<file path="config.mk">
export PLATFORM = sky130hd
export DESIGN_NAME = spi_slave
export DESIGN_NICKNAME = d
export VERILOG_FILES = /design/src/rtl/spi_pkg.sv /design/src/rtl/spi_sync.sv /design/src/rtl/spi_slave.sv
export SDC_FILE = /design/constraint.sdc
export NUM_CORES = 1
export LEC_CHECK = 0
export BUFFER_PORTS_ARGS = -buffer_cell sky130_fd_sc_hd__buf_4
export CORE_MARGIN = 3
export CORE_UTILIZATION = 25
export DETAILED_ROUTE_END_ITERATION = 8
export PLACE_DENSITY_LB_ADDON = 0.08
export SLEW_MARGIN = 30
export SYNTH_ARGS = -nofsm -noshare
export SYNTH_HDL_FRONTEND = slang
export SYNTH_SLANG_ARGS = --single-unit
</file>
<file path="constraint.sdc">
create_clock -name clk -period 1.4 [get_ports clk]
set_clock_uncertainty 0.05 [all_clocks]
set_input_delay 0.07 -clock clk [delete_from_list [all_inputs] [get_ports clk]]
set_output_delay 0.07 -clock clk [all_outputs]
set_load 0.02 [all_outputs]
</file>
<file path="src/rtl/spi_pkg.sv">
// spi_pkg: shared definitions for the SPI slave slice.
//   spi_state_t : frame FSM states (IDLE, ACTIVE)
//   SPI_CPOL/CPHA : fixed mode-0 operation
//   bitcnt_w(n) : width of a counter that indexes n bits (minimum 1)
package spi_pkg;

    typedef enum logic {
        IDLE   = 1'b0,
        ACTIVE = 1'b1
    } spi_state_t;

    localparam bit SPI_CPOL = 1'b0;
    localparam bit SPI_CPHA = 1'b0;

    function automatic int unsigned bitcnt_w(input int unsigned n);
        return (n > 1) ? $clog2(n) : 1;
    endfunction

endpackage

</file>
<file path="src/rtl/spi_sync.sv">
// spi_sync: multi-flop synchronizer for one asynchronous SPI pin, with edge pulses.
// Ports:
//   clk, rst_n : local clock, asynchronous active-low reset
//   din        : asynchronous pin
//   dout       : synchronized level
//   rise, fall : single-cycle pulses on synchronized 0->1 / 1->0 transitions
module spi_sync #(
    parameter int unsigned SYNC_STAGES = 2,
    parameter bit          RESET_VAL   = 1'b0
) (
    input  logic clk,
    input  logic rst_n,
    input  logic din,
    output logic dout,
    output logic rise,
    output logic fall
);

    logic [SYNC_STAGES-1:0] sync_q;
    logic                   hist_q;

    always_ff @(posedge clk or negedge rst_n) begin
        if (!rst_n) begin
            sync_q <= {SYNC_STAGES{RESET_VAL}};
            hist_q <= RESET_VAL;
        end else begin
            sync_q <= {sync_q[SYNC_STAGES-2:0], din};
            hist_q <= sync_q[SYNC_STAGES-1];
        end
    end

    assign dout = sync_q[SYNC_STAGES-1];
    assign rise = dout & ~hist_q;
    assign fall = ~dout & hist_q;

endmodule

</file>
<file path="src/rtl/spi_slave.sv">
// spi_slave: SPI mode-0, MSB-first slave oversampled in the clk domain.
// Ports:
//   clk, rst_n          : system clock, asynchronous active-low reset
//   tx_data, tx_load    : word returned to the master, captured into tx_buf on tx_load
//   rx_data, rx_valid   : last complete received word, one-cycle update pulse
//   busy                : frame active (synchronized CS low)
//   frame_err           : one-cycle pulse when CS rises mid-word
//   spi_sck, spi_cs_n,
//   spi_mosi, spi_miso  : SPI pins (miso driven 0 while idle)
module spi_slave
    import spi_pkg::*;
#(
    parameter int unsigned DATA_LENGTH = 8,
    parameter int unsigned SYNC_STAGES = 2
) (
    input  logic                   clk,
    input  logic                   rst_n,
    input  logic [DATA_LENGTH-1:0] tx_data,
    input  logic                   tx_load,
    output logic [DATA_LENGTH-1:0] rx_data,
    output logic                   rx_valid,
    output logic                   busy,
    output logic                   frame_err,
    input  logic                   spi_sck,
    input  logic                   spi_cs_n,
    input  logic                   spi_mosi,
    output logic                   spi_miso
);

    localparam int unsigned     CNT_W    = bitcnt_w(DATA_LENGTH);
    localparam logic [CNT_W-1:0] CNT_LAST = CNT_W'(DATA_LENGTH - 1);
    // Cycles until every synchronizer flop holds a real pin sample after reset.
    localparam int unsigned     FLUSH    = SYNC_STAGES + 1;
    localparam int unsigned     FLUSH_W  = $clog2(FLUSH + 1);

    logic sck_s, sck_rise, sck_fall;
    logic cs_n_s, cs_rise, cs_fall;
    logic mosi_s, mosi_rise, mosi_fall;

    spi_sync #(.SYNC_STAGES(SYNC_STAGES), .RESET_VAL(1'b0)) u_sync_sck (
        .clk  (clk),
        .rst_n(rst_n),
        .din  (spi_sck),
        .dout (sck_s),
        .rise (sck_rise),
        .fall (sck_fall)
    );

    spi_sync #(.SYNC_STAGES(SYNC_STAGES), .RESET_VAL(1'b1)) u_sync_cs (
        .clk  (clk),
        .rst_n(rst_n),
        .din  (spi_cs_n),
        .dout (cs_n_s),
        .rise (cs_rise),
        .fall (cs_fall)
    );

    spi_sync #(.SYNC_STAGES(SYNC_STAGES), .RESET_VAL(1'b0)) u_sync_mosi (
        .clk  (clk),
        .rst_n(rst_n),
        .din  (spi_mosi),
        .dout (mosi_s),
        .rise (mosi_rise),
        .fall (mosi_fall)
    );

    logic unused_sync;
    assign unused_sync = ^{sck_s, mosi_rise, mosi_fall};

    spi_state_t             state_q, state_d;
    logic [DATA_LENGTH-1:0] tx_buf_q;
    logic [DATA_LENGTH-1:0] tx_shift_q, tx_shift_d;
    logic [DATA_LENGTH-1:0] rx_shift_q, rx_shift_d;
    logic [DATA_LENGTH-1:0] rx_data_q, rx_data_d;
    logic [CNT_W-1:0]       bit_cnt_q, bit_cnt_d;
    logic                   rx_valid_q, rx_valid_d;
    logic                   frame_err_q, frame_err_d;
    logic                   miso_q, miso_d;
    logic [FLUSH_W-1:0]     flush_cnt_q;
    logic                   armed_q;

    // A CS that is already low when reset releases would look like a fresh
    // fall once the synchronizer flushes; only arm after CS is seen high.
    always_ff @(posedge clk or negedge rst_n) begin
        if (!rst_n) begin
            flush_cnt_q <= '0;
            armed_q     <= 1'b0;
        end else if (!armed_q) begin
            if (flush_cnt_q != FLUSH_W'(FLUSH)) begin
                flush_cnt_q <= flush_cnt_q + FLUSH_W'(1);
            end else if (cs_n_s) begin
                armed_q <= 1'b1;
            end
        end
    end

    always_ff @(posedge clk or negedge rst_n) begin
        if (!rst_n) begin
            tx_buf_q <= '0;
        end else if (tx_load) begin
            tx_buf_q <= tx_data;
        end
    end

    always_comb begin
        state_d     = state_q;
        tx_shift_d  = tx_shift_q;
        rx_shift_d  = rx_shift_q;
        rx_data_d   = rx_data_q;
        bit_cnt_d   = bit_cnt_q;
        rx_valid_d  = 1'b0;
        frame_err_d = 1'b0;
        miso_d      = miso_q;

        unique case (state_q)
            IDLE: begin
                miso_d = 1'b0;
                if (cs_fall && armed_q) begin
                    state_d    = ACTIVE;
                    // Same-cycle tx_load bypasses tx_buf.
                    tx_shift_d = tx_load ? tx_data : tx_buf_q;
                    bit_cnt_d  = '0;
                    miso_d     = tx_shift_d[DATA_LENGTH-1];
                end
            end
            ACTIVE: begin
                // CS rise takes priority over any coincident SCK edge.
                if (cs_rise) begin
                    state_d     = IDLE;
                    miso_d      = 1'b0;
                    bit_cnt_d   = '0;
                    frame_err_d = (bit_cnt_q != '0);
                end else if (sck_rise) begin
                    rx_shift_d = {rx_shift_q[DATA_LENGTH-2:0], mosi_s};
                    if (bit_cnt_q == CNT_LAST) begin
                        bit_cnt_d  = '0;
                        rx_data_d  = rx_shift_d;
                        rx_valid_d = 1'b1;
                    end else begin
                        bit_cnt_d = bit_cnt_q + CNT_W'(1);
                    end
                end else if (sck_fall) begin
                    // A zero count on a fall means the previous word just ended.
                    tx_shift_d = (bit_cnt_q == '0) ? tx_buf_q : (tx_shift_q << 1);
                    miso_d     = tx_shift_d[DATA_LENGTH-1];
                end
            end
            default: state_d = IDLE;
        endcase
    end

    always_ff @(posedge clk or negedge rst_n) begin
        if (!rst_n) begin
            state_q     <= IDLE;
            tx_shift_q  <= '0;
            rx_shift_q  <= '0;
            rx_data_q   <= '0;
            bit_cnt_q   <= '0;
            rx_valid_q  <= 1'b0;
            frame_err_q <= 1'b0;
            miso_q      <= 1'b0;
        end else begin
            state_q     <= state_d;
            tx_shift_q  <= tx_shift_d;
            rx_shift_q  <= rx_shift_d;
            rx_data_q   <= rx_data_d;
            bit_cnt_q   <= bit_cnt_d;
            rx_valid_q  <= rx_valid_d;
            frame_err_q <= frame_err_d;
            miso_q      <= miso_d;
        end
    end

    assign rx_data   = rx_data_q;
    assign rx_valid  = rx_valid_q;
    assign frame_err = frame_err_q;
    assign spi_miso  = miso_q;
    assign busy      = (state_q == ACTIVE);

endmodule

</file>
## Word-level counts from Yosys, hierarchy flattened

Cells that the tools add are included.

| operators by class | value |
|---|---|
| $add $sub $neg | 2 |
| equality and inequality tests | 9 |
| muxes and demuxes | 29 |
| bitwise operators | 11 |
| reductions and logical operators | 9 |

Operator list:

| kind | count |
|---|---|
| 7-bit 2-to-1 mux | 4 |
| 8-bit 2-to-1 mux | 2 |
| 1-bit 2-to-1 mux | 15 |
| 7-bit case mux with 2 select lines | 1 |
| 3-bit 2-to-1 mux | 4 |
| 2-bit inequality test, second input constant | 5 |
| 3-bit inequality test, second input constant | 3 |
| 4-bit AND reduction | 2 |
| 1-bit NOT | 7 |
| 3-bit case mux with 2 select lines | 1 |
| 2-bit AND reduction | 3 |
| 1-bit AND | 4 |
| 1-bit case mux with 2 select lines | 2 |
| 3-bit by 1-bit adder with 3-bit output, second input constant | 1 |
| 3-bit equality test, second input constant | 1 |
| 3-bit logical NOT | 1 |
| 3-bit AND reduction | 1 |
| 3-bit nonzero test | 1 |
| 2-bit by 1-bit adder with 2-bit output, second input constant | 1 |
| 1-bit logical AND | 1 |

| word-level totals | value |
|---|---|
| flip-flop bits (word level) | 48 |
| input bits | 14 |
| output and inout port bits | 12 |

## Logic depth before layout (Yosys ltp)

| logic depth | value |
|---|---|
| word-level depth | 6 |
| depth in mapped cells | 6 |
| depth with buffers taken out | 5 |

## Hierarchy

From an unflattened synthesis, not the netlist that was laid out.

| second synthesis, totals | value |
|---|---|
| cell total of the unflattened synthesis | 146 |
| area, all modules | 2,080.7 um^2 |

By module, submodules not included:

| module | times used | cells each | area an instance (um^2) | seq. area each (um^2) |
|---|---|---|---|---|
| spi_slave | 1 | 131 | 1,806.7 | 1,001.0 |
| spi_sync (u_sync_mosi ...) | 2 | 5 | 90.1 | 75.1 |
| spi_sync (u_sync_cs) | 1 | 5 | 93.8 | 78.8 |

## Worst setup path before layout

Ideal clock, no wire load.

| path | value |
|---|---|
| path type | reg2reg |
| start point | reg state_q, in the netlist busy |
| end point | reg tx_shift_q[0] |
| data arrival time | 1.368 ns |
| data required time | 1.225 ns |
| slack | -0.143 ns |
| cell stages (with the launch flop) | 5 |
| path buffers | 1 |
| path through | dfrtp_1 -> buf_6 -> and4bb_4 -> a31oi_4 -> mux2_4 |

| between the ends | value |
|---|---|
| cells in the longest elaborated chain, start to end | 3 |

Ends and longest elaborated chain:

| what | line | text |
|---|---|---|
| start: declaration | spi_slave.sv:70 | `spi_state_t state_q, state_d;` |
| start signal: assignment | spi_slave.sv:163 | `state_q <= state_d;` |
| 1-bit NOT | -- |  |
| 2-bit inequality test (no line) | -- |  |
| 4-bit AND reduction (no line) | -- |  |
| end signal: assignment | spi_slave.sv:164 | `tx_shift_q <= tx_shift_d;` |
| end: declaration | spi_slave.sv:72 | `logic [DATA_LENGTH-1:0] tx_shift_q, tx_shift_d;` |

Parallel ways exist; a longest one is shown, timed or not.
A chain may end at the register's enable or synchronous reset.

## Final worst setup path

| path | value |
|---|---|
| start point | reg u_sync_cs.sync_q[1] |
| end point | reg tx_shift_q[0] |

| between the ends | value |
|---|---|
| cells in the longest elaborated chain, start to end | 5 |

Ends and longest elaborated chain:

| what | line | text |
|---|---|---|
| start: declaration | spi_sync.sv:19 | `logic [SYNC_STAGES-1:0] sync_q;` |
| start signal: assignment | spi_sync.sv:24 | `sync_q <= {SYNC_STAGES{RESET_VAL}};` |
| start signal: assignment | spi_sync.sv:27 | `sync_q <= {sync_q[SYNC_STAGES-2:0], din};` |
| 1-bit NOT | spi_sync.sv:34 | `assign fall = ~dout & hist_q;` |
| 1-bit AND | spi_sync.sv:34 |  |
| 1-bit logical AND | spi_slave.sv:118 | `if (cs_fall && armed_q) begin` |
| 2-bit inequality test (no line) | -- |  |
| 4-bit AND reduction (no line) * | -- |  |

Mark *: on every way between the ends. The rest lies on a longest branch, timed or not.

==> impl_metrics.yaml <==
cells_and_area:
  fin_area_mm2: 0.00301
  antennaDiodeCount: 0
  syn2layout_area_growth_pct: 42.8
  final_cells: 321
  drive_above_1_share_pct: 56.6
  final_nets: 237
clock_network:
  cts_root_buffer: "clkbuf_8"
  cts_max_level: 2
  cts.sinks: 48
  cts_buffers: 5
  clk_latency_ps: 300
  clk_pin_slew_worst_paths_ps: 90
  cts_buffer_depth: 2
  cts_tree: "yes"
synthesis:
  seq_area_frac_synth_pct: 57.2
  syn_area_per_cell_um2: 13.9
  synth_common_cells: "dfrtp_1, mux2_2, o31ai_1"
  synth_nets: 170
  synth_most_common_cell: "dfrtp_1"
  ys_async_sr_fraction_pct: 100
  yosys.cell_types.count: 34
  syn-cell-area_mm2: 0.00211
  synth_top_flop_cell: "dfrtp_1"
  synthCells: 152
  yosysTopAreaCell: "dfrtp_1"
  ys_ff_latch: 48
  synth_top_area_share_pct: 53.5
  synth_warnings: 0
  ys_top_cells_by_area: "dfrtp_1, mux2_2, dfstp_2"
  synth_edf_count: 0
power_and_ir_drop:
  p_sw_mw: 1.05
  p_total_mw: 3.56
  p_per_area_mw_per_mm2: 1180
  p_sw_share_pct: 29.4
  pwr-share-seq_pct: 49.4
  p_leak_nw: 1.34
  irDropWorstVdd_mv: 0.372
  clockPowerShare_pct: 24.4
  p_comb_share_pct: 26.2
  intPower_mw: 2.51
sta:
  rsz0062_at_grt: "true"
  period_needed_ps: 1490
  fmax_mhz: 671
  maxSlewHeadroom_pct: 59.0
  drv_slew: 0
  setup_viol: 23
  hold_viol_final: 0
  whs_ps: 22.3
  worst_pin_slew_ps: 615
  fin_ws_ps: -90.0
  period_share_pct: 106
routing:
  final_antenna_net_count: 0
  via_count: 1473
  dr.pass1.iters: 4
  drt-initial-drc-count: 49
  drc: 0
  wl_per_cell_um: 14.8
  viasPerCell: 4.59
  routed_wirelength_um: 4750
setup_path:
  rrSetupSlack_ps: -90
  worstPathMaxFanout: 4
  critical_path.endpoint: "tx_shift_q[0]"
  worstReg2RegStart: "u_sync_cs.sync_q[1]"
  r2r_cells: 3
  endpoint_kind: "register"
  worstSetupPathType: "reg2reg"
  worst_ep_arrival_time_ps: 1630
  critPathRequiredTime_ps: 1540
  reg2reg_to: "tx_shift_q[0]"
  crit_start: "u_sync_cs.sync_q[1]"
  worstSetupStartpointType: "register"
placement:
  dpl.hpwl_um: 3170
  dp.cells: 293
  place_congestion: 0.792
  io_buffer_count: 25
  preCtsSetupSlack_ps: -175
  placed_area_mm2: 0.00253
outcome:
  violations: "negative setup slack"
  status: "finished with violations"
global_routing:
  use_met2_pct: 15.9
  globalRouteOverflowTotal: 0
  grt_util_met1_pct: 13.5
  grt_util_met3_pct: 2.86
  grt_pass1_vias: 1565
  antenna_found_initial: 0
  grt_max_degree: 49
  grt_pass1_wl_um: 7860
  grt.total_usage_pct: 10.1
  grt_most_used_layer: "met2"
floorplanning:
  die_y_um: 97.8
  die_area_mm2: 0.00956
  initial_core_util_pct: 26.4
  rows: 32
  fp.dieW_um: 97.8
  core_area_mm2: 0.00797
  io_pins: 26
job:
  max_cap_viol_count: 0
worst_hold_path:
  worstHoldPathType: "in2reg"
  hold_start: "tx_data[7]"
state kept, by name, summed over array words and instances (netlist names):
register            cells
spi_miso                1
armed_q                 1
tx_shift_q              7
frame_err               1
tx_buf_q                8
u_sync_cs.hist_q        1
u_sync_sck.hist_q       1
bit_cnt_q               3
u_sync_mosi.sync_q      2
busy                    1
u_sync_sck.sync_q       2
rx_shift_q              7
flush_cnt_q             2
rx_valid                1
rx_data                 8
u_sync_cs.sync_q        2
metal layers:
metal / up-vias / wire length (µm)
li1: 703 / -
met2: 19 / 2220
met1: 745 / 2320
met4: 0 / 67
met5: - / 0
met3: 6 / 151
layout by cell type (no fill, tap or decap), drive strengths merged:
cell type	n
buf	56
dfrtp	45
mux2	25
dlygate4sd3	11
o31ai	9
nor2	8
and3b	7
a211oi	7
clkbuf	6
o311ai	6
nand4	5
inv	4
ha	4
dfstp	3
nand2b	3
nor2b	2
nand2	2
clkinvlp	1
o22ai	1
and3	1
a21o	1
xor2	1
nand3	1
and2b	1
and4bb	1
a31oi	1
nand4bb	1
o21a	1
a221oi	1
nor4	1
a22oi	1
o2bb2ai	1
clkinv	1
area by class of cell:
cell class,count,area (µm²)
well taps,102,128
fillers,774,4960
inverters,5,22.5
multi-input cells,92,1010
clock buffers,6,82.6
clock inverters,1,8.76
repair buffers,67,551
flip-flops and latches,48,1210
how the worst min path moves through the flow:
stage / end / cells past startpoint
floorplan: armed_q / 0
finish: tx_buf_q[7] / 2
global route: tx_buf_q[7] / 2
detailed placement: frame_err / 1
global placement: frame_err / 1
CTS: tx_buf_q[7] / 2
timing repair:
item                                   4_1_cts  5_1_grt
resized for setup                           24       23
endpoints found under the hold margin       55        0
pin swaps                                    4        6
setup buffers                                1        8
hold buffers                                11        0
cloned                                       1        1
setup endpoints to repair                   23       26
through the flow:
step	TNS, ps	util (%)
floorplan	-105	-
global placement	-2720	31.7
detailed placement	-3130	31.7
CTS	-1080	35.6
global route	-2200	37.7
finish	-806	37.7
logic make-up (layout without fill, tap and decap cells):
kind of cell	after synthesis	after routing	synth area share [%]
adder cells (fa/ha/maj)	4	4	2.38
AND/OR/NAND/NOR	32	33	10.8
XOR/XNOR	1	1	0.416
AO/OA/AOI/OAI	29	29	11.7
flip-flops	48	48	57.2
buffers and inverters	13	79	3.92
multiplexers	25	25	13.5
power by group through the flow:
stage / sequential (mW) / clock, mW / combinational [mW]
floorplan: 1.73 / 0 / 0.437
global placement: 1.75 / 0 / 0.672
detailed placement: 1.76 / 0 / 0.681
CTS: 1.74 / 0.899 / 0.802
global route: 1.79 / 0.959 / 1.01
finish: 1.76 / 0.869 / 0.932
critical path, cell delays in order (launching register included):
cell,delay (ps)
dfstp_2,590
and4bb_4,220
a31oi_4,210
mux2_4,320
(Power assumes the default switching activity.)
